==> config.mk <==
export PLATFORM = sky130hd
export DESIGN_NAME = systolic_mm
export DESIGN_NICKNAME = d
export VERILOG_FILES = /design/src/rtl/systolic_pkg.sv /design/src/rtl/systolic_pe.sv /design/src/rtl/systolic_mm.sv
export SDC_FILE = /design/constraint.sdc
export NUM_CORES = 2
export LEC_CHECK = 0
export BUFFER_PORTS_ARGS = -buffer_cell sky130_fd_sc_hd__buf_2
export CAP_MARGIN = 20
export CORE_UTILIZATION = 50
export DETAILED_ROUTE_END_ITERATION = 8
export GPL_TIMING_DRIVEN = 0
export PLACE_DENSITY_LB_ADDON = 0.05
export SKIP_CTS_REPAIR_TIMING = 1
export SLEW_MARGIN = 15
export SYNTH_ARGS = -nofsm -noshare
export SYNTH_HDL_FRONTEND = slang
export SYNTH_SLANG_ARGS = --single-unit
==> constraint.sdc <==
create_clock -name clk -period 33.6 [get_ports clk]
set_clock_uncertainty 0.15 [all_clocks]
set_input_delay 5.04 -clock clk [delete_from_list [all_inputs] [get_ports clk]]
set_output_delay 5.04 -clock clk [all_outputs]
set_load 0.05 [all_outputs]
==> src/rtl/systolic_pkg.sv <==
// Shared types and default sizing for the systolic matrix multiplier.
package systolic_pkg;

    localparam int DEF_N      = 4;
    localparam int DEF_DATA_W = 8;
    localparam int DEF_ACC_W  = 16;

    // Job sequencing states; the value is visible on the top-level state register.
    typedef enum logic [1:0] {
        IDLE  = 2'd0,
        LOAD  = 2'd1,
        DRAIN = 2'd2,
        DONE  = 2'd3
    } state_t;

endpackage

==> src/rtl/systolic_pe.sv <==
// One processing element: registers the operands arriving from west and north,
// forwards them east and south, and accumulates their product one edge later.
module systolic_pe
    import systolic_pkg::*;
#(
    parameter int DATA_W = DEF_DATA_W,
    parameter int ACC_W  = DEF_ACC_W,
    parameter int SIGNED = 0,
    parameter int SAT    = 0
) (
    input  logic              clk,
    input  logic              rst,
    input  logic              clr,
    input  logic [DATA_W-1:0] a_in,
    input  logic [DATA_W-1:0] b_in,
    output logic [DATA_W-1:0] a_out,
    output logic [DATA_W-1:0] b_out,
    output logic [ACC_W-1:0]  acc
);

    localparam int PROD_W = 2 * DATA_W;

    logic [DATA_W-1:0] a_q;
    logic [DATA_W-1:0] b_q;
    logic [PROD_W-1:0] a_ext;
    logic [PROD_W-1:0] b_ext;
    logic [PROD_W-1:0] prod;
    logic [ACC_W:0]    acc_x;
    logic [ACC_W:0]    prod_x;
    logic [ACC_W:0]    sum;
    logic [ACC_W-1:0]  clamp_val;
    logic [ACC_W-1:0]  acc_next;
    logic              sat_hit;
    logic              sat_q;
    logic              sat_next;

    // Operand pipeline registers; their outputs feed the east and south neighbours.
    always_ff @(posedge clk or posedge rst) begin
        if (rst) begin
            a_q <= '0;
            b_q <= '0;
        end else begin
            a_q <= a_in;
            b_q <= b_in;
        end
    end

    assign a_out = a_q;
    assign b_out = b_q;

    // Product, one-bit-wider add, overflow detection and the next accumulator value.
    always_comb begin
        if (SIGNED != 0) begin
            a_ext  = {{DATA_W{a_q[DATA_W-1]}}, a_q};
            b_ext  = {{DATA_W{b_q[DATA_W-1]}}, b_q};
            prod   = a_ext * b_ext;
            prod_x = {{(ACC_W + 1 - PROD_W){prod[PROD_W-1]}}, prod};
            acc_x  = {acc[ACC_W-1], acc};
        end else begin
            a_ext  = {{DATA_W{1'b0}}, a_q};
            b_ext  = {{DATA_W{1'b0}}, b_q};
            prod   = a_ext * b_ext;
            prod_x = {{(ACC_W + 1 - PROD_W){1'b0}}, prod};
            acc_x  = {1'b0, acc};
        end

        sum = acc_x + prod_x;

        // Signed overflow shows up as the two top bits disagreeing; the sign of
        // the wide sum tells which rail was crossed.
        if (SIGNED != 0) begin
            sat_hit   = sum[ACC_W] ^ sum[ACC_W-1];
            clamp_val = sum[ACC_W] ? {1'b1, {(ACC_W-1){1'b0}}} : {1'b0, {(ACC_W-1){1'b1}}};
        end else begin
            sat_hit   = sum[ACC_W];
            clamp_val = {ACC_W{1'b1}};
        end

        // Once clamped, the accumulator sticks at the rail until the next clear.
        if (SAT == 0) begin
            acc_next = sum[ACC_W-1:0];
            sat_next = 1'b0;
        end else if (sat_q) begin
            acc_next = acc;
            sat_next = 1'b1;
        end else if (sat_hit) begin
            acc_next = clamp_val;
            sat_next = 1'b1;
        end else begin
            acc_next = sum[ACC_W-1:0];
            sat_next = 1'b0;
        end
    end

    // Accumulator and sticky-saturation flag; clr starts a fresh job.
    always_ff @(posedge clk or posedge rst) begin
        if (rst) begin
            acc   <= '0;
            sat_q <= 1'b0;
        end else if (clr) begin
            acc   <= '0;
            sat_q <= 1'b0;
        end else begin
            acc   <= acc_next;
            sat_q <= sat_next;
        end
    end

endmodule

==> src/rtl/systolic_mm.sv <==
// N x N output-stationary systolic matrix multiplier.
// Handshake: a beat transfers on a rising edge where in_valid and in_ready are
// both high; in_ready is high only while loading, and in_valid may drop at any
// time to insert a zero bubble without consuming a beat.
module systolic_mm
    import systolic_pkg::*;
#(
    parameter int N      = DEF_N,
    parameter int DATA_W = DEF_DATA_W,
    parameter int ACC_W  = DEF_ACC_W,
    parameter int K_W    = 8,
    parameter int SIGNED = 0,
    parameter int SAT    = 0
) (
    input  logic                    clk,
    input  logic                    rst,
    input  logic                    start,
    input  logic [K_W-1:0]          k_len,
    input  logic                    in_valid,
    output logic                    in_ready,
    input  logic [N*DATA_W-1:0]     a_col,
    input  logic [N*DATA_W-1:0]     b_row,
    output logic                    busy,
    output logic                    done,
    output logic [N*N*ACC_W-1:0]    result
);

    // The last product reaches PE(N-1,N-1) 2N-1 edges after the final beat.
    localparam int                 DRAIN_W    = $clog2(2 * N);
    localparam logic [DRAIN_W-1:0] DRAIN_LAST = DRAIN_W'(2 * N - 2);

    state_t             state;
    state_t             state_next;
    logic [K_W-1:0]     beat_cnt;
    logic [DRAIN_W-1:0] drain_cnt;
    logic               accept;
    logic               last_beat;
    logic               clr_acc;

    logic [DATA_W-1:0]  a_gate [N];
    logic [DATA_W-1:0]  b_gate [N];
    logic [DATA_W-1:0]  a_h    [N][N+1];
    logic [DATA_W-1:0]  b_v    [N+1][N];

    assign accept    = in_valid && (state == LOAD);
    assign last_beat = accept && (beat_cnt == K_W'(1));

    // State register.
    always_ff @(posedge clk or posedge rst) begin
        if (rst) begin
            state <= IDLE;
        end else begin
            state <= state_next;
        end
    end

    // Next-state and Moore outputs; clr_acc fires on the edge that takes a job.
    always_comb begin
        state_next = state;
        in_ready   = 1'b0;
        busy       = 1'b1;
        done       = 1'b0;
        clr_acc    = 1'b0;
        case (state)
            IDLE: begin
                busy = 1'b0;
                if (start) begin
                    clr_acc    = 1'b1;
                    state_next = (k_len != '0) ? LOAD : DONE;
                end
            end
            LOAD: begin
                in_ready = 1'b1;
                if (in_valid && (beat_cnt == K_W'(1))) begin
                    state_next = DRAIN;
                end
            end
            DRAIN: begin
                if (drain_cnt == '0) begin
                    state_next = DONE;
                end
            end
            DONE: begin
                done       = 1'b1;
                state_next = IDLE;
            end
            default: begin
                state_next = IDLE;
            end
        endcase
    end

    // Remaining-beat counter and drain timer.
    always_ff @(posedge clk or posedge rst) begin
        if (rst) begin
            beat_cnt  <= '0;
            drain_cnt <= '0;
        end else begin
            if (clr_acc) begin
                beat_cnt <= k_len;
            end else if (accept) begin
                beat_cnt <= beat_cnt - K_W'(1);
            end

            if (last_beat) begin
                drain_cnt <= DRAIN_LAST;
            end else if ((state == DRAIN) && (drain_cnt != '0)) begin
                drain_cnt <= drain_cnt - DRAIN_W'(1);
            end
        end
    end

    // Unaccepted cycles push zeros so bubbles and drain add nothing.
    always_comb begin
        for (int i = 0; i < N; i++) begin
            a_gate[i] = accept ? a_col[i*DATA_W +: DATA_W] : '0;
            b_gate[i] = accept ? b_row[i*DATA_W +: DATA_W] : '0;
        end
    end

    // Input skew: lane i of A and lane j of B are delayed by i and j cycles.
    for (genvar l = 0; l < N; l++) begin : g_skew
        if (l == 0) begin : g_direct
            assign a_h[0][0] = a_gate[0];
            assign b_v[0][0] = b_gate[0];
        end else begin : g_delay
            logic [DATA_W-1:0] a_sr [l];
            logic [DATA_W-1:0] b_sr [l];

            // Shift register of depth l for this lane.
            always_ff @(posedge clk or posedge rst) begin
                if (rst) begin
                    for (int d = 0; d < l; d++) begin
                        a_sr[d] <= '0;
                        b_sr[d] <= '0;
                    end
                end else begin
                    a_sr[0] <= a_gate[l];
                    b_sr[0] <= b_gate[l];
                    for (int d = 1; d < l; d++) begin
                        a_sr[d] <= a_sr[d-1];
                        b_sr[d] <= b_sr[d-1];
                    end
                end
            end

            assign a_h[l][0] = a_sr[l-1];
            assign b_v[0][l] = b_sr[l-1];
        end
    end

    // PE grid: A flows east along rows, B flows south along columns.
    for (genvar i = 0; i < N; i++) begin : g_row
        for (genvar j = 0; j < N; j++) begin : g_col
            systolic_pe #(
                .DATA_W (DATA_W),
                .ACC_W  (ACC_W),
                .SIGNED (SIGNED),
                .SAT    (SAT)
            ) u_pe (
                .clk   (clk),
                .rst   (rst),
                .clr   (clr_acc),
                .a_in  (a_h[i][j]),
                .b_in  (b_v[i][j]),
                .a_out (a_h[i][j+1]),
                .b_out (b_v[i+1][j]),
                .acc   (result[(i*N+j)*ACC_W +: ACC_W])
            );
        end
    end

endmodule

==> impl_metrics.csv <==
group,metric,value,unit
min_path,whs_path_depth,0,
logic_synthesis,yosys.area.top_type,"fa_1",
outcome,status,"finished with violations",
global_routing,grt_pass1_wl,241000,um
placement,globalplace.congestion,0.890,
placement,io_buffers,334,
route,drc_errors,80,
global_routing,grt_overflow_total,0,
global_routing,grt_max_degree,112,
route,dr.pass1.iters,7,
cells_and_area,final_nets,7865,
worst_setup_path,r2r-start,"g_row[2].g_col[1].u_pe.a_out[5]",
worst_setup_path,cp.arrival,1.92,ns
route,drt-initial-drc-count,1752,
global_routing,grt_pass1_vias,41814,
cells_and_area,layout-drive-gt1-share,0.0804,
timing,hold_violations,0,
clock_tree,clock-root-buffer,"clkbuf_16",
placement,place_area,61800,um^2
logic_synthesis,ys_seq_area_frac,0.269,
timing,finalSetupViolCount,0,
floorplan,die_x,342,um
clock_tree,cts_made_buffers,78,
route,vias,40010,
min_path,min_to,"g_row[0].g_col[2].u_pe.b_out[0]",
min_path,hp-class,"reg2reg",
worst_setup_path,cp_slowest_cell,"dfrtp_1",
cells_and_area,nFillCells,10432,
clock_tree,cts_tree,"yes",
cells_and_area,design_area,64500,um^2
floorplan,start_util,0.505,
placement,place_ws,25.93,ns
logic_synthesis,syn_area,57800,um^2
logic_synthesis,synth-main-ff-cell,"dfrtp_1",
timing,rsz0062_at_grt,"false",
min_path,worstHoldStart,"b_v[136]",
worst_setup_path,startpoint_type,"flop",
floorplan,die_h,342,um
logic_synthesis,yosysTopAreaCellShare,0.277,
logic_synthesis,synth-async-reset-ratio,1.00,
clock_tree,cts_buffer_depth,3,
timing,drv_slew,0,
logic_synthesis,yosys-top-cells-count,"1579 x inv_1, 800 x fa_1, 621 x dfrtp_1, 596 x nand2_1, 580 x and2_1",
worst_setup_path,path_max_fanout,6,
route,via_per_inst,5.01,
timing,max_freq,141,MHz
clock_tree,cts.sinks,621,
cells_and_area,syn_to_final_growth,11.6,%
logic_synthesis,yosys.cell_types.count,58,
floorplan,coreArea,115000,um^2
cells_and_area,seq_area,15500,um^2
timing,tns,0,ns
outcome,violations,"design-rule violations",
power_and_ir_drop,p_leak,0.0358,uW
worst_setup_path,worst_setup_path_end_kind,"output pin",
logic_synthesis,synth_cells,5990,
cells_and_area,utilization,0.563,
floorplan,ios,335,
worst_setup_path,r2r-end,"g_row[2].g_col[1].u_pe.acc[13]",
route,ant_nets,0,
worst_setup_path,cp-startpoint,"state[1]",
logic_synthesis,synth_warnings,0,
global_routing,grtUsageTotal,0.270,
floorplan,dieArea,117000,um^2
timing,min_period,7.11,ns
timing,setup_slack,26.49,ns
route,wl_per_cell,18.8,um
logic_synthesis,synth.ff_latch_count,621,
power_and_ir_drop,peakVddDrop,0.0575,mV
clock_tree,clk_pin_slew,0.06,ns
logic_synthesis,post-synth-top-count-cell,"inv_1",
worst_setup_path,r2r_cells,16,
worst_setup_path,timing_worst_setup_path_type,"reg2out",
worst_setup_path,r2r_setup_slack,28.57,ns
cells_and_area,multi_input_area,36000,um^2
route,totalWireLength,150000,um
timing,finalCritPeriodShare,0.212,
worst_setup_path,path_cells,"inv_1 > ha_1 > buf_2",
floorplan,num_rows,124,
timing,maxSlewHeadroom,0.235,
clock_tree,clk_latency,0.66,ns
worst_setup_path,critical_path.max_stage_delay,0.40,ns
logic_synthesis,syn_nets,7435,
logic_synthesis,synth_edf_count,0,
placement,dpl.hpwl,123000,um
logic_synthesis,syn_avg_cell_area,9.65,um^2
logic_synthesis,synthTopCellsByArea,"fa_1 28%, dfrtp_1 27%, ha_1 12%",
worst_setup_path,cp.required,28.41,ns
run,cap_violations,0,
timing,tightest_slew,1.15,ns
clock_tree,h-tree-depth,3,
power_and_ir_drop,power_density,55.8,nW/um^2
global_routing,grt_antenna_before_repair,11,
==> layer usage <==
layer | part of all wire | global-route usage | vias up | wire (um)
met1 | 0.44 | 0.367 | 20215 | 65600
li1 | - | - | 18846 | -
met3 | 0.057 | 0.0484 | 181 | 8580
met5 | 0.00014 | 0 | - | 21
met2 | 0.48 | 0.443 | 764 | 71800
met4 | 0.029 | 0.0800 | 4 | 4400
==> layout make-up <==
class | count | share of cell area
buffer | 92 | 0.00572
tap | 1512 | 0.0293
inverter | 1579 | 0.0920
clock buffer | 99 | 0.0339
timing repair buffer | 350 | 0.0320
clock inverter | 42 | 0.00801
antenna | 1 | 0.0000388
multi-input combinational | 3698 | 0.558
sequential | 621 | 0.241
==> placed cells by master, fill, tap and decap left out, types with 60 or more instances in the layout <==
master / n
clkbuf_1: 81
a211oi_1: 73
buf_2: 335
nand2_1: 596
inv_1: 1578
a21oi_1: 114
and2_1: 580
o21ai_0: 126
and3_1: 77
ha_1: 569
dfrtp_1: 621
xnor2_1: 89
o21a_1: 60
nor2_1: 239
clkbuf_16: 80
fa_1: 800
nor3_1: 68
==> metrics by stage <==
stage | hold slack [ns] | power, uW | cells
finish | 0.188 | 3600 | 7994
global placement | 0.181 | 2700 | 7836
global route | 0.199 | 3870 | 7993
floorplan | 0.181 | 2190 | 5990
detailed placement | 0.185 | 2740 | 7852
CTS | 0.190 | 3650 | 7993
==> kinds of logic (layout without fill, tap and decap cells) <==
| family | Yosys count | after routing | synth area share |
|---|---|---|---|
| buffers and inverters | 1671 | 2162 | 0.109 |
| AND/OR/NAND/NOR | 1669 | 1669 | 0.143 |
| adder cells (fa/ha/maj) | 1369 | 1369 | 0.400 |
| flip-flops | 621 | 621 | 0.269 |
| AO/OA/AOI/OAI | 519 | 519 | 0.0581 |
| XOR/XNOR | 137 | 137 | 0.0208 |
| multiplexers | 4 | 4 | 0.000693 |
| other | 0 | 1 | 0 |
==> flip-flops by register name (all words and copies together), names as in the netlist, 8 cells and up <==
name	flops
a_h	16
g_row.g_col.u_pe.acc	256
g_skew.g_delay.b_sr	32
b_v	16
g_skew.g_delay.a_sr	32
beat_cnt	8
g_row.g_col.u_pe.a_out	128
g_row.g_col.u_pe.b_out	128
==> worst max-delay path, delay by kind of cell, from the launching register on <==
family,cells,cell delay [ns]
buf+inv,2,0.46
flops,1,0.40
fa+ha+maj,1,0.40
==> power by group <==
group          switching [uW]  internal [uW]
Sequential                226            919
Clock                     358            532
Combinational            1090            476
Total                    1670           1930
==> how the worst max path moves through the flow <==
stage | end | depth (start not counted)
finish | in_ready | 3
global route | g_row[2].g_col[3].u_pe.acc[5] | 6
CTS | in_ready | 3
detailed placement | g_row[2].g_col[1].u_pe.acc[8] | 6
global placement | g_row[2].g_col[1].u_pe.acc[8] | 2
floorplan | a_h[32] | 1
(Power assumes the default switching activity.)
